===== src/rtl/snake_dir_controller_if.sv =====
// Button/pause inputs and dir/shift/steps/state outputs of snake_dir_controller.
// master drives the buttons; slave is the controller.
interface snake_dir_controller_if;
  logic       btn_up;
  logic       btn_right;
  logic       btn_down;
  logic       btn_left;
  logic       pause;
  logic [2:0] dir;
  logic       shift;
  logic [7:0] steps;
  logic [1:0] state;

  modport master (
    output btn_up, btn_right, btn_down, btn_left, pause,
    input  dir, shift, steps, state
  );

  modport slave (
    input  btn_up, btn_right, btn_down, btn_left, pause,
    output dir, shift, steps, state
  );
endinterface


===== src/rtl/snake_dir_controller.sv =====
// Direction/step front end for move_register: synchronises buttons, applies the snake rules,
// issues a shift strobe every TICK_DIV cycles. Define SNAKE_DIR_DEBOUNCE_EN for button debouncing.
module snake_dir_controller #(
  parameter int TICK_DIV        = 25_000_000,
  parameter int DEBOUNCE_CYCLES = 500_000
) (
  input logic                   clk,
  input logic                   reset,
  snake_dir_controller_if.slave bus
);

  typedef enum logic [1:0] {IDLE = 2'd0, RUN = 2'd1, PAUSED = 2'd2} state_t;

  localparam int CW = $clog2(TICK_DIV);
  localparam logic [CW-1:0] TICK_LAST = CW'(TICK_DIV - 1);

  if (TICK_DIV < 2 || DEBOUNCE_CYCLES < 1) begin : g_param_check
    $error("snake_dir_controller: TICK_DIV must be >= 2 and DEBOUNCE_CYCLES >= 1");
  end

  state_t        state_q, state_next;
  logic [3:0]    raw, sync1, sync2, level, level_d, req;
  logic          req_valid;
  logic [1:0]    req_dir;
  logic          reversal;
  logic [CW-1:0] cnt_q, cnt_next;
  logic [1:0]    dir_q, pend_q;
  logic          shift_q, step_fire, pend_load;
  logic [7:0]    steps_q;

  // Bit index equals the direction code (0 up, 1 right, 2 down, 3 left).
  assign raw = {bus.btn_left, bus.btn_down, bus.btn_right, bus.btn_up};

  always_ff @(posedge clk or negedge reset) begin
    if (!reset) begin
      sync1   <= '0;
      sync2   <= '0;
      level_d <= '0;
    end else begin
      sync1   <= raw;
      sync2   <= sync1;
      level_d <= level;
    end
  end

`ifdef SNAKE_DIR_DEBOUNCE_EN
  localparam int DW = $clog2(DEBOUNCE_CYCLES + 1);
  localparam logic [DW-1:0] DB_LAST = DW'(DEBOUNCE_CYCLES - 1);

  logic [DW-1:0] db_cnt [4];

  // Any sample agreeing with the accepted level restarts the run of disagreeing samples.
  always_ff @(posedge clk or negedge reset) begin
    if (!reset) begin
      level <= '0;
      for (int i = 0; i < 4; i++) db_cnt[i] <= '0;
    end else begin
      for (int i = 0; i < 4; i++) begin
        if (sync2[i] == level[i]) begin
          db_cnt[i] <= '0;
        end else if (db_cnt[i] == DB_LAST) begin
          level[i]  <= sync2[i];
          db_cnt[i] <= '0;
        end else begin
          db_cnt[i] <= db_cnt[i] + 1'b1;
        end
      end
    end
  end
`else
  assign level = sync2;
`endif

  assign req = level & ~level_d;

  always_comb begin
    req_valid = |req;
    req_dir   = 2'd0;
    if (req[0])      req_dir = 2'd0;
    else if (req[1]) req_dir = 2'd1;
    else if (req[2]) req_dir = 2'd2;
    else if (req[3]) req_dir = 2'd3;
  end

  // Reversal is judged against the committed direction, not the pending one.
  assign reversal = (req_dir == 2'(dir_q + 2'd2));

  always_ff @(posedge clk or negedge reset) begin
    if (!reset) state_q <= IDLE;
    else        state_q <= state_next;
  end

  always_comb begin
    state_next = state_q;
    case (state_q)
      IDLE:    if (req_valid)  state_next = RUN;
      RUN:     if (bus.pause)  state_next = PAUSED;
      PAUSED:  if (!bus.pause) state_next = RUN;
      default: state_next = IDLE;
    endcase
  end

  // Pause seen in RUN freezes the counter at once, so a terminal count is held, not lost.
  always_comb begin
    step_fire = 1'b0;
    pend_load = 1'b0;
    cnt_next  = cnt_q;
    case (state_q)
      IDLE: begin
        cnt_next  = '0;
        pend_load = req_valid;
      end
      RUN: begin
        pend_load = req_valid && !reversal;
        if (!bus.pause) begin
          if (cnt_q == TICK_LAST) begin
            step_fire = 1'b1;
            cnt_next  = '0;
          end else begin
            cnt_next = cnt_q + 1'b1;
          end
        end
      end
      PAUSED:  pend_load = req_valid && !reversal;
      default: cnt_next = '0;
    endcase
  end

  always_ff @(posedge clk or negedge reset) begin
    if (!reset) begin
      cnt_q   <= '0;
      pend_q  <= 2'd1;
      dir_q   <= 2'd1;
      shift_q <= 1'b0;
      steps_q <= 8'd0;
    end else begin
      cnt_q   <= cnt_next;
      shift_q <= step_fire;
      if (pend_load) pend_q <= req_dir;
      if (step_fire) begin
        dir_q   <= pend_q;
        steps_q <= steps_q + 8'd1;
      end
    end
  end

  assign bus.dir   = {1'b0, dir_q};
  assign bus.shift = shift_q;
  assign bus.steps = steps_q;
  assign bus.state = state_q;

endmodule


===== src/flat_wrapper.sv =====
// flat-port wrapper written by rule: the top's interface ports become plain ports
module snake_dir_controller_flat 
#(
  parameter int TICK_DIV        = 25_000_000,
  parameter int DEBOUNCE_CYCLES = 500_000
)
  (clk, reset, bus_btn_up, bus_btn_right, bus_btn_down, bus_btn_left, bus_pause, bus_dir, bus_shift, bus_steps, bus_state);
  snake_dir_controller_if bus_i ();
  input logic clk;
  input logic reset;
  input wire logic [$bits(bus_i.btn_up)-1:0] bus_btn_up;
  input wire logic [$bits(bus_i.btn_right)-1:0] bus_btn_right;
  input wire logic [$bits(bus_i.btn_down)-1:0] bus_btn_down;
  input wire logic [$bits(bus_i.btn_left)-1:0] bus_btn_left;
  input wire logic [$bits(bus_i.pause)-1:0] bus_pause;
  output wire logic [$bits(bus_i.dir)-1:0] bus_dir;
  output wire logic [$bits(bus_i.shift)-1:0] bus_shift;
  output wire logic [$bits(bus_i.steps)-1:0] bus_steps;
  output wire logic [$bits(bus_i.state)-1:0] bus_state;
  assign bus_i.btn_up = bus_btn_up;
  assign bus_i.btn_right = bus_btn_right;
  assign bus_i.btn_down = bus_btn_down;
  assign bus_i.btn_left = bus_btn_left;
  assign bus_i.pause = bus_pause;
  assign bus_dir = bus_i.dir;
  assign bus_shift = bus_i.shift;
  assign bus_steps = bus_i.steps;
  assign bus_state = bus_i.state;
  snake_dir_controller #(.TICK_DIV(TICK_DIV), .DEBOUNCE_CYCLES(DEBOUNCE_CYCLES)) u_core (.clk(clk), .reset(reset), .bus(bus_i));
endmodule

===== config.mk =====
export PLATFORM = sky130hd
export DESIGN_NAME = snake_dir_controller_flat
export DESIGN_NICKNAME = d
export VERILOG_FILES = /design/src/rtl/snake_dir_controller_if.sv /design/src/rtl/snake_dir_controller.sv /design/src/flat_wrapper.sv
export SDC_FILE = /design/constraint.sdc
export NUM_CORES = 1
export LEC_CHECK = 0
export CAP_MARGIN = 0
export CORE_UTILIZATION = 55
export CTS_CLUSTER_DIAMETER = 40
export DETAILED_ROUTE_END_ITERATION = 8
export DONT_BUFFER_PORTS = 1
export PLACE_DENSITY_LB_ADDON = 0.3
export SLEW_MARGIN = 20
export SYNTH_ARGS = -nofsm -noshare
export SYNTH_HDL_FRONTEND = slang
export SYNTH_SLANG_ARGS = --single-unit
export TNS_END_PERCENT = 1

===== constraint.sdc =====
create_clock -name clk -period 2.02 [get_ports clk]
set_input_delay 0.202 -clock clk [delete_from_list [all_inputs] [get_ports clk]]
set_output_delay 0.202 -clock clk [all_outputs]
set_load 0.05 [all_outputs]

==> run metrics <==
global route total overflow=0; GRT Overall Usage=24.8%; Num Clock Sinks=52; CP delay by family, top=simple AND/OR/NAND/NOR gates; Die X=70.6 um; HP Class=primary input to flop; CTS tree=done; most common flop cell mapped by yosys=dfrtp_1; Worst setup EP type=flop; Final min period=1.93 ns; run status=finished, violations left; Core Area=0.00444 mm^2; TritonRoute pass-1 iters=6; R2R setup slack=0.09 ns; max-cap violation count=0; reg2reg path depth=6; commonest non-fill, non-tap cells in the layout=48 x dfrtp_1, 35 x buf_4, 20 x nand2_1, 20 x o21ai_0, 18 x nor2_1; Hold Path End=u_core.bus.state[0]$_DFFE_PN0P_; # port buffers=0; Final Hold Viols=0; clk_lat worst skew=slightly above 0.3 ns; TritonCTS buffer count=5; hpwl dp=around 3800 um; critical path startpoint category=flop; number of synthesized register bits=52; clock root cell=clkbuf_8; placed cell count=325; drt first-iter violations=114; fmax=slightly above 500 MHz; Synth area leaders=dfrtp_1 48%, o21ai_0 3.9%, xnor2_1 3.4%, ha_1 2.9%, nand2_1 2.9%; CP Max Fanout=6; via/cell ratio=5.90; io pins=21; Worst-path clk slew=0.09 ns; first-pass GRT wire length=9470 um; sequential area share after synthesis=~50%; initial antenna violation count=0; worst-path cell chain=and4bb_2 -> nand4_2 -> buf_4 -> nor4_4 -> buf_4 -> mux2_2; CP bufs+invs=2; Worst Hold Path Cells=3; synth unique cells=52; Post-Syn Instances=245; share of the synthesized area in the top cell type=48.3%; hold path start=bus_pause; n_diodes=0; Clock Skew=around 0.0048 ns; Syn Area/Cell=10.6 um^2; layout cells sized above 1=between 20% and 30%; R2R Path End=u_core.bus.steps[1]$_DFFE_PN0P_; Via Count=2013; vias in the first global route=2039; CTS Buffer Depth=2; max_slew headroom=61.6%; yosys warns=0; routed wire length=roughly 5500 um; most used cell, CP=buf_4; CP max stage delay=0.41 ns; initial core utilization=58.3%; asr flop ratio synth=between 90% and 100%; Static Leakage=1.44 nW; # rows=24; data required time of the worst path=roughly 2.2 ns; wire per inst=~16 um; Max VDD drop=a little over 700 uV; Slew Limit Fails=0; Area Growth Syn to Fin=19.5%; Worst EP arrival=2.14 ns; Setup Crit Path Kind=flop to flop; htree depth=2; die span in y=70.6 um; Synth area leader=dfrtp_1; Syn Nets=258; Remaining DRCs=2; failing checks=design-rule violations; largest net degree at the start of global routing=53; commonest non-fill, non-tap cell in the layout=dfrtp_1; fin crit share=95.6%; gp weighted congestion=approximately 0.87; final antenna-violating net count=0; Syn Std Cell Area=around 0.0026 mm^2; Final #Nets=301; Final Setup Violations=0; pwr dens=approximately 840 mW/mm^2; WHS=0.132 ns; Reg-to-Reg Start=u_core.cnt_q[23]$_DFFE_PN0P_; Post-synth EDFFs=0; Final Instance Count excl. Fillers=341; die area=0.00499 mm^2; slowest cell on the critical path=dfrtp_1; Worst Tran Pin Value=0.576 ns
## area by class of cell
cell class | instances | area [um^2]
inverter | 9 | 33.8
sequential | 52 | 1310
timing repair buffer | 41 | 340
tap | 52 | 65.1
clock inverter | 3 | 21.3
multi-input combinational | 179 | 1260
clock buffer | 5 | 68.8
fill | 334 | 1350
## sequential cells by signal, indices dropped and copies added (netlist names)
signal and flops:
u_core.level_d 4, u_core.bus.state 2, u_core.bus.shift 1, u_core.level 4, u_core.dir_q 2, u_core.sync1 4
u_core.pend_q 2, u_core.bus.steps 8, u_core.cnt_q 25
## report_power, final
| part | total (W) | switching [W] | internal [W] |
|---|---|---|---|
| Combinational | 0.000843 | 0.000519 | 0.000324 |
| Clock | 0.000596 | 0.000350 | 0.000246 |
| Sequential | 0.00117 | 0.0000521 | 0.00111 |
| Total | 0.00260 | 0.000921 | 0.00168 |
## routing by layer
metal	wire length, um	up-vias	GRT usage [%]	share of wire [%]
met5	0	-	0	0
li1	-	964	-	-
met2	2740	44	39.2	50
met1	2420	994	32.8	44
met3	244	11	6.13	4.4
met4	96	0	10.9	1.7
## through the flow
step / util (%) / power (W) / setup TNS [ns] / cell area, um^2 / setup WS (ns)
6_report: 69.7 / 0.00260 / 0 / 3100 / 0.0888
3_3_place_gp: 64.9 / 0.00193 / 0 / 2880 / 0.0426
2_1_floorplan: - / 0.00170 / -0.00901 / 2600 / -0.00901
4_1_cts: 68.6 / 0.00259 / 0 / 3050 / 0.00159
5_1_grt: 69.7 / 0.00277 / -0.00215 / 3100 / -0.00215
3_5_place_dp: 64.9 / 0.00195 / 0 / 2880 / 0.0134
## worst min-delay path: stages
cell and delay (ns):
nand2_1 0.05, nand3_1 0.08, a22oi_1 0.08
## cell families after synthesis
| group | after synthesis | synth area share [%] |
|---|---|---|
| buffers and inverters | 14 | 2.41 |
| and+or+nand+nor | 100 | 24.5 |
| adders and majority gates | 6 | 2.90 |
| AOI/OAI and AO/OA | 51 | 12.2 |
| DFF | 52 | 50.3 |
| xor gates and xnor gates | 16 | 5.41 |
| muxes | 5 | 2.17 |
| other | 1 | 0.145 |
## timing repair
action | in CTS | in global routing
hold buffers | 6 | 0
setup endpoints to repair | 0 | 13
hold endpoints to repair | 56 | 0
buffers inserted | 0 | 2
gates resized for setup | 0 | 6
## synth_stat cells (2+ instances only)
library cell and count:
a21oi_1 9, a31oi_1 6, and3_1 3, and4_1 2, buf_4 2, dfrtp_1 50
dfstp_2 2, ha_1 6, inv_1 9, mux2_2 4, nand2_1 20, nand2b_1 4
nand3_1 11, nand4_1 7, nand4_2 4, nor2_1 19, nor2b_1 5, nor3_1 6
nor3_4 2, nor4_1 4, nor4_2 2, o21a_1 2, o21ai_0 20, o21ai_1 4
xnor2_1 10, xor2_1 6
## how the worst max path moves through the flow
stage,startpoint,slack (ns),depth (start not counted),to
2_1_floorplan,u_core.bus.state[0]$_DFFE_PN0P_,-0.009,9,u_core.cnt_q[15]$_DFFE_PN0P_
3_3_place_gp,u_core.cnt_q[10]$_DFFE_PN0P_,0.04,5,u_core.bus.steps[1]$_DFFE_PN0P_
3_5_place_dp,u_core.cnt_q[10]$_DFFE_PN0P_,0.01,5,u_core.bus.steps[1]$_DFFE_PN0P_
4_1_cts,u_core.cnt_q[10]$_DFFE_PN0P_,0.002,5,u_core.bus.steps[1]$_DFFE_PN0P_
5_1_grt,u_core.cnt_q[10]$_DFFE_PN0P_,-0.002,8,u_core.cnt_q[20]$_DFFE_PN0P_
6_report,u_core.cnt_q[23]$_DFFE_PN0P_,0.09,6,u_core.bus.steps[1]$_DFFE_PN0P_
(Power assumes the default switching activity.)
